==> src/rtl/maze_row_loader.sv <==
// ============================================================================
// Module   : maze_row_loader
// Summary  : Serializes WIDTH-bit row words into single-bit writes sweeping a
//            WIDTH x HEIGHT bit memory, row by row.
// Revision : 1.0  initial release
// ============================================================================
`default_nettype none

module maze_row_loader #(
    parameter int WIDTH  = 16,
    parameter int HEIGHT = 16,
    parameter int ADDR_W = 4,
    parameter int ADDR_H = 4
) (
    input  logic              clk,
    input  logic              rst,
    input  logic              start,
    input  logic              row_valid,
    input  logic [WIDTH-1:0]  row_data,
    output logic              row_ready,
    output logic              mem_wr,
    output logic [ADDR_W-1:0] mem_addr_x,
    output logic [ADDR_H-1:0] mem_addr_y,
    output logic              mem_data,
    output logic              busy,
    output logic              done
);

    localparam logic [ADDR_W-1:0] X_LAST = ADDR_W'(WIDTH - 1);
    localparam logic [ADDR_H-1:0] Y_LAST = ADDR_H'(HEIGHT - 1);

    typedef enum logic [1:0] {
        S_IDLE     = 2'd0,
        S_WAIT_ROW = 2'd1,
        S_WRITE    = 2'd2,
        S_DONE     = 2'd3
    } state_t;

    state_t             state_q, state_d;
    logic [ADDR_W-1:0]  x_q, x_d;
    logic [ADDR_H-1:0]  y_q, y_d;
    logic [WIDTH-1:0]   shift_q, shift_d;
    // Copies of the last write so the address/data outputs stay put between rows
    logic [ADDR_W-1:0]  hold_x_q, hold_x_d;
    logic [ADDR_H-1:0]  hold_y_q, hold_y_d;
    logic               hold_bit_q, hold_bit_d;

    always_ff @(posedge clk) begin
        if (rst) begin
            state_q    <= S_IDLE;
            x_q        <= '0;
            y_q        <= '0;
            shift_q    <= '0;
            hold_x_q   <= '0;
            hold_y_q   <= '0;
            hold_bit_q <= 1'b0;
        end else begin
            state_q    <= state_d;
            x_q        <= x_d;
            y_q        <= y_d;
            shift_q    <= shift_d;
            hold_x_q   <= hold_x_d;
            hold_y_q   <= hold_y_d;
            hold_bit_q <= hold_bit_d;
        end
    end

    always_comb begin
        state_d    = state_q;
        x_d        = x_q;
        y_d        = y_q;
        shift_d    = shift_q;
        hold_x_d   = hold_x_q;
        hold_y_d   = hold_y_q;
        hold_bit_d = hold_bit_q;

        case (state_q)
            S_IDLE: begin
                if (start) begin
                    y_d     = '0;
                    state_d = S_WAIT_ROW;
                end
            end
            S_WAIT_ROW: begin
                if (row_valid) begin
                    shift_d = row_data;
                    x_d     = '0;
                    state_d = S_WRITE;
                end
            end
            S_WRITE: begin
                hold_x_d   = x_q;
                hold_y_d   = y_q;
                hold_bit_d = shift_q[0];
                shift_d    = shift_q >> 1;
                if (x_q == X_LAST) begin
                    if (y_q == Y_LAST) begin
                        state_d = S_DONE;
                    end else begin
                        y_d     = y_q + ADDR_H'(1);
                        state_d = S_WAIT_ROW;
                    end
                end else begin
                    x_d = x_q + ADDR_W'(1);
                end
            end
            S_DONE: begin
                state_d = S_IDLE;
            end
            default: begin
                state_d = S_IDLE;
            end
        endcase
    end

    always_comb begin
        row_ready  = (state_q == S_WAIT_ROW);
        mem_wr     = (state_q == S_WRITE);
        mem_addr_x = mem_wr ? x_q : hold_x_q;
        mem_addr_y = mem_wr ? y_q : hold_y_q;
        mem_data   = mem_wr ? shift_q[0] : hold_bit_q;
        busy       = (state_q != S_IDLE);
        done       = (state_q == S_DONE);
    end

endmodule

`default_nettype wire

==> config.mk <==
export PLATFORM = sky130hd
export DESIGN_NAME = maze_row_loader
export DESIGN_NICKNAME = d
export VERILOG_FILES = /design/src/rtl/maze_row_loader.sv
export SDC_FILE = /design/constraint.sdc
export NUM_CORES = 1
export LEC_CHECK = 0
export ABC_CLOCK_PERIOD_IN_PS = 4059
export CORE_ASPECT_RATIO = 2
export CORE_MARGIN = 10
export CORE_UTILIZATION = 45
export CTS_BUF_LIST = sky130_fd_sc_hd__clkbuf_16
export DETAILED_ROUTE_END_ITERATION = 7
export HOLD_SLACK_MARGIN = 0.02
export PLACE_DENSITY = 0.67
export SLEW_MARGIN = 20
export SYNTH_ARGS = -nofsm -noshare
export SYNTH_HDL_FRONTEND = slang
export SYNTH_SLANG_ARGS = --single-unit
==> constraint.sdc <==
create_clock -name clk -period 4.06 [get_ports clk]
set_clock_uncertainty 0.05 [all_clocks]
set_input_delay 0.406 -clock clk [delete_from_list [all_inputs] [get_ports clk]]
set_output_delay 0.406 -clock clk [all_outputs]
set_load 0.01 [all_outputs]
==> flow_metrics.env <==
export IMPL_status="finished clean"
export IMPL_insertion_delay_ns=0.27
export IMPL_critPathCapture="mem_addr_y[3]"
export IMPL_p_leak_uw=0.000823
export IMPL_gp_congestion=0.773
export IMPL_cp_arrival_ns=2.50
export IMPL_grt_max_degree=39
export IMPL_setup_viol=0
export IMPL_yosysMostFrequentCell="nand2_1"
export IMPL_yosysTopAreaCell="dfxtp_1"
export IMPL_antenna_left=0
export IMPL_worstPathCellList="nand2b_4 > clkinv_2 > nand2_1 > nand2_1 > clkdlybuf4s50_1"
export IMPL_yosys_warnings=0
export IMPL_vias=1476
export IMPL_areaGrowthSynthToFinish_pct=22.1
export IMPL_end_kind="output pin"
export IMPL_drtPass1Iterations=4
export IMPL_cts_buffers=5
export IMPL_syn_area_um2=1760
export IMPL_syn_area_per_cell_um2=9.09
export IMPL_core_area_um2=3800
export IMPL_crit_slowest_cell="clkinv_2"
export IMPL_rsz0062_at_grt="false"
export IMPL_h_tree_depth=2
export IMPL_cts_resized=0
export IMPL_gr_usage_all_layers=0.121
export IMPL_postCtsHoldBufs=0
export IMPL_p_per_area_nw_per_um2=390
export IMPL_fin_nets=238
export IMPL_n_antenna_cell=0
export IMPL_syn_nets=216
export IMPL_yosysSeqAreaShare=0.397
export IMPL_vias_per_cell=5.51
export IMPL_min_period_ns=2.95
export IMPL_peakVddDrop_mv=0.296
export IMPL_rr_startpoint="state_q[0]"
export IMPL_drt_initial_drc_count=57
export IMPL_worstSetupStartpointType="flip-flop"
export IMPL_die_area_um2=6970
export IMPL_reg2reg_depth=4
export IMPL_drv_cap=0
export IMPL_drt_wl_total_um=4070
export IMPL_cp_startpoint="state_q[0]"
export IMPL_ys_top_cells_by_count="nand2_1 (36), dfxtp_1 (35), nor3_1 (18), a311oi_1 (12), and2_1 (9)"
export IMPL_wl_per_cell_um=15.2
export IMPL_power_uw=840
export IMPL_grt_pass1_wl_um=6910
export IMPL_dp_hpwl_um=2850
export IMPL_cts_tree="done"
export IMPL_cpMostUsedCell="nand2_1"
export IMPL_dieHeight_um=109
export IMPL_yosys_register_bits=35
export IMPL_report_final_slew_viol_count=0
export IMPL_synthFlopType="dfxtp_1"
export IMPL_rows=32
export IMPL_clkTransAtPathRegs_ns=0.05
export IMPL_root_buffer="clkbuf_16"
export IMPL_ys_types=41
export IMPL_first_global_vias=1487
export IMPL_hold_class="flip-flop to flip-flop"
export IMPL_reg2reg_slack_ns=1.98
export IMPL_crit_fanout=38
export IMPL_setup_slack_ns=1.11
export IMPL_clock_sinks=35
export IMPL_cp_slowest_stage_delay_ns=0.51
export IMPL_place_ws_ns=1.38
export IMPL_worst_pin_slew_ns=0.556
export IMPL_drive_above_1_share=0.124
export IMPL_hold_viol_final=0
export IMPL_ios=33
export IMPL_r2r_end="shift_q[3]"
export IMPL_fmax_mhz=339
export IMPL_drc_errors=0
export IMPL_syn_inst=194
export IMPL_cts_setup_buffers=0
export IMPL_gr_total_overflow=0
export IMPL_synth_top_area_share=0.397
export IMPL_portBuffers=32
export IMPL_die_w_um=64.3
export IMPL_fillers=360
export IMPL_path_class="flip-flop to output pin"
export IMPL_max_clock_path_buffers=2
export IMPL_slew_headroom=0.628
export IMPL_antenna_found_initial=0
export IMPL_synth_edff_count=0
export IMPL_netlist_top_cells_area="dfxtp_1 (40%), nand2_1 (7.7%), a311oi_1 (6.0%)"
export IMPL_tns_ns=0
export IMPL_synth_async_reset_ratio=0
export IMPL_start_util=0.463
export IMPL_worstPathRequired_ns=3.60
export IMPL_fin_crit_sh=0.727
-- power breakdown --
group	switching, µW	internal, µW
sequential	13.4	363
clock	132	221
combinational	55.9	54.3
-- logic make-up (layout without fill, tap and decap cells) --
| kind of cell | Yosys count | after routing | synth area share |
|---|---|---|---|
| muxes | 11 | 11 | 0.0823 |
| AOI/OAI and AO/OA | 33 | 33 | 0.156 |
| and+or+nand+nor | 90 | 90 | 0.257 |
| DFF | 35 | 35 | 0.397 |
| xor gates and xnor gates | 1 | 1 | 0.00497 |
| adders and majority gates | 2 | 2 | 0.0142 |
| buffers and inverters | 22 | 45 | 0.0880 |
-- final cells by class --
class | instances | area [µm²] | share of cell area
Clock buffer | 5 | 125 | 0.0581
Multi-Input combinational cell | 137 | 907 | 0.421
Clock inverter | 3 | 12.5 | 0.00581
Tap cell | 51 | 63.8 | 0.0296
Timing Repair Buffer | 33 | 328 | 0.152
Sequential cell | 35 | 701 | 0.325
Inverter | 4 | 16.3 | 0.00755
-- through the flow --
stage          cells   util  hold WS, ns  instance area (µm²)
6_report         268  0.566        0.421                 2150
2_1_floorplan    194      -        0.394                 1760
3_5_place_dp     260  0.530        0.414                 2020
3_3_place_gp     260  0.530        0.409                 2020
5_1_grt          268  0.566        0.453                 2150
4_1_cts          268  0.566        0.421                 2150
-- how the worst min path moves through the flow --
stage / from / endpoint / slack [ns] / cells past startpoint
6_report: hold_y_q[3] / hold_y_q[3] / 0.42 / 2
5_1_grt: shift_q[2] / shift_q[1] / 0.45 / 2
4_1_cts: hold_y_q[3] / hold_y_q[3] / 0.42 / 2
3_5_place_dp: hold_y_q[3] / hold_y_q[3] / 0.41 / 2
3_3_place_gp: hold_y_q[3] / hold_y_q[3] / 0.41 / 2
2_1_floorplan: hold_y_q[3] / hold_y_q[3] / 0.39 / 2
-- registers in the layout, indices dropped and copies added, names as in the netlist --
| signal | count |
|---|---|
| shift_q | 16 |
| hold_x_q | 4 |
| hold_y_q | 4 |
| x_q | 4 |
| y_q | 4 |
| state_q | 2 |
| hold_bit_q | 1 |
-- critical path: cells and delay by family, from the launching register on --
family                 cells  cell delay [ns]
AND/OR/NAND/NOR            3             0.75
flip-flops                 1             0.46
buffers and inverters      2             0.99
-- layer usage --
layer  part of all wire  GRT usage  wire length, µm
met1               0.42      0.129             1710
met3              0.033     0.0394              135
met5                  0          0                0
met2               0.53      0.212             2170
met4              0.012     0.0492               49
-- cell usage in the layout, fill, tap and decap left out, drive strengths merged, types with 6 or more instances in the layout --
master and count:
nand3 7, mux2 10, clkdlybuf4s50 32, nand2 37, nor3 18, dfxtp 35, and2 9, a21oi 6
a311oi 15
Power figures use the tool's default switching activity.
==> patch 1, RTL diff (config.mk and constraints unchanged) <==
The parameter `ADDR_W` goes from 4 to 3.
--- a/src/rtl/maze_row_loader.sv
+++ b/src/rtl/maze_row_loader.sv
@@ -9,7 +9,7 @@
 module maze_row_loader #(
     parameter int WIDTH  = 16,
     parameter int HEIGHT = 16,
-    parameter int ADDR_W = 4,
+    parameter int ADDR_W = 3,
     parameter int ADDR_H = 4
 ) (
     input  logic              clk,
Interface: changed (resized mem_addr_x); port bits go from 33 to 32. The function was not compared with the original's and may differ.
==> patch 1 against the unedited design <==
  * Power up 2.4%
  * Cell count down 9.7%
  * Worst setup slack better by 0.19 ns
  * Cell area down 5.7%
  * First-iteration DRC count down 49%
  * Largest power group is now the clock network
  * Critical endpoint is now mem_wr
  * Sequential cell count down 2
  * Area after synthesis down 11%
  * Routed wire length down 3.2%
  * Largest cell class unchanged
==> patch 1: results (changes against the unedited design) <==
stage;metric;value;unit;change
global_routing;grt_usage;0.130;;+0.00927
critical_path;endpoint;mem_wr;;
drt;wl_per_cell;16.3;um;+7.2%
logic_synthesis;synth_area_leaders;dfxtp_1 (42%), nand2_1 (8.8%), a311oi_1 (8.3%), mux2_2 (6.4%), nor3_1 (4.8%);;
sta;tightest_slew;0.661;ns;+0.105 ns
critical_path;critPathSlowestCell;nand2b_1;;
critical_path;cp_slowest_stage_delay;0.59;ns;+0.08 ns
global_routing;grt_pass1_vias;1421;;-4.4%
status;status;finished clean;;
cells_and_area;final_nets;232;;-2.5%
logic_synthesis;yosysSeqAreaShare;0.420;;+0.0223
pwr;peakVddDrop;0.000309;V;+4.2%
placed_design;dp_cells;234;;-10%
logic_synthesis;ys_top_cells_by_count;nand2_1 (37), dfxtp_1 (33), a311oi_1 (15), nor3_1 (15), nor2b_1 (10);;
logic_synthesis;ys_types;28;;-32%
sta;timing.hold.ws;0.439;ns;+0.0176 ns
critical_path;worstSetupStartpoint;state_q[0]$_SDFFE_PP0P_;;
global_routing;grt_first_pass_wirelength;6690;um;-3.2%
cells_and_area;layout-drive-gt1-share;0.0905;;-0.0339
pwr;leakagePower;0.000758;uW;-7.8%
placed_design;gp_congestion;0.808;;+4.5%
logic_synthesis;synthCells;184;;-5.2%
clock_tree;clk_latency;0.27;ns;about the same
hold_path;min_from;shift_q[2]$_SDFFE_PP0P_;;
placed_design;place_ws;1.57;ns;+0.190 ns
drt;vias_per_cell;5.83;;+5.8%
critical_path;r2r_slack;1.71;ns;-0.27 ns
cells_and_area;fin_cells;242;;-9.7%
placed_design;place_area;1870;um2;-7.1%
critical_path;worstPathMaxFanout;16;;-58%
global_routing;grt_max_degree;36;;-7.7%
placed_design;dpl.hpwl;2890;um;+1.3%
pwr;intPower;674;uW;+5.5%
placed_design;port_buffers;31;;-3.1%
logic_synthesis;ys_async_sr_fraction;0;;unchanged
sta;period_minus_slack;2.76;ns;-0.192 ns
hold_path;hold_end;shift_q[1]$_SDFFE_PP0P_;;
floorplan;initial_core_util;0.466;;+0.00244
critical_path;crit_arrival;2.31;ns;-0.19 ns
critical_path;r2r_cells;6;;+2
==> patch 1: cell types whose count changed in the layout (fill, tap and decap cells not counted), moves of 3 or more <==
cell / unedited run / this run
a311oi_1: 12 / 15
a311oi_2: 3 / 0
a31oi_1: 0 / 4
and2_1: 9 / 3
mux2_2: 4 / 9
mux2_4: 6 / 0
nand3_1: 7 / 1
nand4_1: 3 / 0
nor2b_1: 2 / 10
nor3_1: 18 / 15
o211ai_1: 2 / 9
==> patch 1: routing by layer <==
layer  track usage  up-vias  wire length [um]
met1         0.141      665              1530
met2         0.227       33              2200
met3        0.0379        2               182
met5             0        -                 0
li1              -      710                 -
met4        0.0386        0                23
==> patch 1: power groups by stage <==
stage,registers [uW],logic (uW),clock network [uW]
final,355,92.2,413
after global routing,357,102,439
after CTS,355,93.8,420
after detailed placement,361,93.5,0
after global placement,360,91.6,0
after floorplan,356,60.9,0
==> patch 1: worst min-delay path, stage by stage, from the launching register on <==
cell and delay [ns]:
dfxtp_1 0.31, nand2_1 0.05, a311oi_1 0.07
==> patch 1: cell type report <==
cell class / instances / area, um2
Sequential cell: 33 / 661
Multi-Input combinational cell: 133 / 836
Clock inverter: 3 / 37.5
Tap cell: 32 / 40.0
Clock buffer: 5 / 125
Fill cell: 320 / 1350
Timing Repair Buffer: 33 / 320
Inverter: 3 / 11.3
==> patch 1: logic make-up after synthesis <==
family / after synthesis / share of synthesized area
adder cells (fa/ha/maj): 3 / 0.0238
buffers and inverters: 18 / 0.0493
AO/OA/AOI/OAI: 39 / 0.179
AND/OR/NAND/NOR: 82 / 0.264
multiplexers: 9 / 0.0644
flip-flops: 33 / 0.420
==> patch 2, RTL diff (same flow settings) <==
Without the edit above. The 4 states of `state_t` get a one-hot encoding in 4 bits.
--- a/src/rtl/maze_row_loader.sv
+++ b/src/rtl/maze_row_loader.sv
@@ -29,11 +29,11 @@
     localparam logic [ADDR_W-1:0] X_LAST = ADDR_W'(WIDTH - 1);
     localparam logic [ADDR_H-1:0] Y_LAST = ADDR_H'(HEIGHT - 1);
 
-    typedef enum logic [1:0] {
-        S_IDLE     = 2'd0,
-        S_WAIT_ROW = 2'd1,
-        S_WRITE    = 2'd2,
-        S_DONE     = 2'd3
+    typedef enum logic [3:0] {
+        S_IDLE     = 4'b0001,
+        S_WAIT_ROW = 4'b0010,
+        S_WRITE    = 4'b0100,
+        S_DONE     = 4'b1000
     } state_t;
 
     state_t             state_q, state_d;
Formal check against the unedited RTL: no difference found for any inputs over 10 cycles, from zero or initial values and one cycle with rst high; not proved beyond that.
==> patch 2 against the unedited design <==
  * Sequential cell count up 2
  * Highest routed layer unchanged
  * Power up 0.43%
  * Area after synthesis up 4.1%
  * Routed wire length up 2.2%
  * Register-to-register slack worse by 0.37 ns
  * Die area up 3.1%
  * Count of clock-buffer cells in the layout unchanged
  * Cell area up 4.4%
  * First-iteration DRC count unchanged
  * Combinational power down 9%
  * Worst setup slack worse by 0.080 ns
  * Largest cell class unchanged
  * Synthesized cell count up 6.7%
==> patch 2: results (changes against the unedited design) <==
stage;metric;value;unit;change
hold_path;hold-path-cell-count;2;;unchanged
logic_synthesis;synthCells;207;;+6.7%
cells_and_area;final_nets;255;;+7.1%
placed_design;gp_congestion;0.769;;-0.61%
logic_synthesis;ys_types;39;;-4.9%
clock_tree;htree_levels;2;;unchanged
clock_tree;clk_path_buf_depth;2;;unchanged
critical_path;critPathSlowestCell;clkdlybuf4s50_1;;
sta;final_max_slew_viol_count;0;;unchanged
drt;wl;4160;um;+2.2%
global_routing;grt_first_pass_wirelength;7160;um;+3.6%
critical_path;timing.rr.end;shift_q[2]$_SDFFE_PP0P_;;
critical_path;rr_startpoint;state_q[1]$_SDFFE_PP0P_;;
critical_path;r2r_slack;1.61;ns;-0.37 ns
cells_and_area;n_fill_cell;364;;+1.1%
critical_path;cp_slowest_stage_delay;0.53;ns;+0.02 ns
cells_and_area;largest_reg_flops;16;;unchanged
cells_and_area;layout-drive-gt1-share;0.171;;+0.0465
clock_tree;clk_latency;0.28;ns;
placed_design;dp_cells;277;;+6.5%
critical_path;crit_arrival;2.58;ns;+0.08 ns
clock_tree;cts-root-buf;clkbuf_16;;
pwr;leakagePower;0.000837;uW;+1.8%
global_routing;antenna_found_initial;0;;unchanged
hold_path;min_from;shift_q[15]$_SDFFE_PP0P_;;
placed_design;dpl.hpwl;2830;um;-0.69%
global_routing;grt_usage;0.124;;+0.00300
critical_path;worstPathMaxFanout;38;;unchanged
critical_path;endpoint;mem_data;;
hold_path;hold_end;shift_q[15]$_SDFFE_PP0P_;;
clock_tree;postCtsSetupBuffers;0;;unchanged
logic_synthesis;yosysSeqAreaShare;0.404;;+0.00610
critical_path;r2r_cells;6;;+2
pwr;peakVddDrop;0.000313;V;+5.8%
clock_tree;numCtsBuffers;5;;unchanged
status;status;finished clean;;
logic_synthesis;synth_area_leaders;dfxtp_1 (40%), nand2_1 (13%), a311oi_2 (12%), a21oi_1 (5.5%), nor2_2 (3.4%);;
logic_synthesis;syn_nets;229;;+6.0%
drt;dr.pass1.iters;4;;unchanged
critical_path;crit_path_start_kind;flip-flop;;
cells_and_area;regMostFlops;shift_q;;
clock_tree;clk_pin_slew;0.05;ns;about the same
drt;wl_per_cell;14.6;um;-3.9%
cells_and_area;antenna_cells;0;;unchanged
global_routing;grt_pass1_vias;1506;;+1.3%
placed_design;port_buffers;32;;unchanged
sta;max-slew-margin-rel;0.451;;-0.178
sta;timing.hold.ws;0.409;ns;-0.0126 ns
logic_synthesis;ys_top_cells_by_count;nand2_1 (62), dfxtp_1 (37), a21oi_1 (20);;
logic_synthesis;ys_async_sr_fraction;0;;unchanged
drt;num_vias;1550;;+5.0%
-- patch 2: changes by cell type after synthesis, sizes merged, moves of 3 or more --
cell,unedited run,this run
and2,9,0
nand4,3,0
nor4b,0,3
a21oi,6,21
nor2,3,21
mux2,10,0
nand2,37,63
nor3,18,2
-- patch 2: metal layers --
layer,vias up,GRT usage,wire [um]
li1,774,-,-
met1,726,0.143,1840
met2,40,0.204,2040
met3,10,0.0404,193
met4,0,0.0523,90
met5,-,0,0
-- patch 2: cell type report --
class,count,share of cell area
multi-input combinational,152,0.427
sequential,37,0.330
timing repair buffer,34,0.149
clock buffer,5,0.0557
tap,51,0.0284
inverter,3,0.00557
clock inverter,3,0.00501
-- patch 2: worst register-to-register path, delay by kind of cell, from the launching register on --
family                 cells  cell delay (ns)
AOI/OAI and AO/OA          2             0.69
buffers and inverters      2             0.71
DFF                        1             0.33
and+or+nand+nor            2             0.58
-- patch 2: cells by family (layout without fill, tap and decap cells) --
kind of cell               after synthesis  count (layout)  synth area share
AOI/OAI and AO/OA                       46              46             0.237
adders and majority gates                2               2            0.0136
buffers and inverters                   18              45            0.0743
DFF                                     37              37             0.404
and+or+nand+nor                        104             104             0.271
-- patch 2: power breakdown --
part | internal (uW) | switching, uW
clock | 220 | 140
sequential | 375 | 8.55
combinational | 48.7 | 51.1
-- patch 2: through the flow --
stage	setup WS [ns]	cell area, um2	power, uW
2_1_floorplan	2.14	1840	458
3_3_place_gp	1.33	2110	490
3_5_place_dp	1.32	2110	491
4_1_cts	1.02	2250	850
5_1_grt	0.833	2250	876
6_report	1.03	2250	844
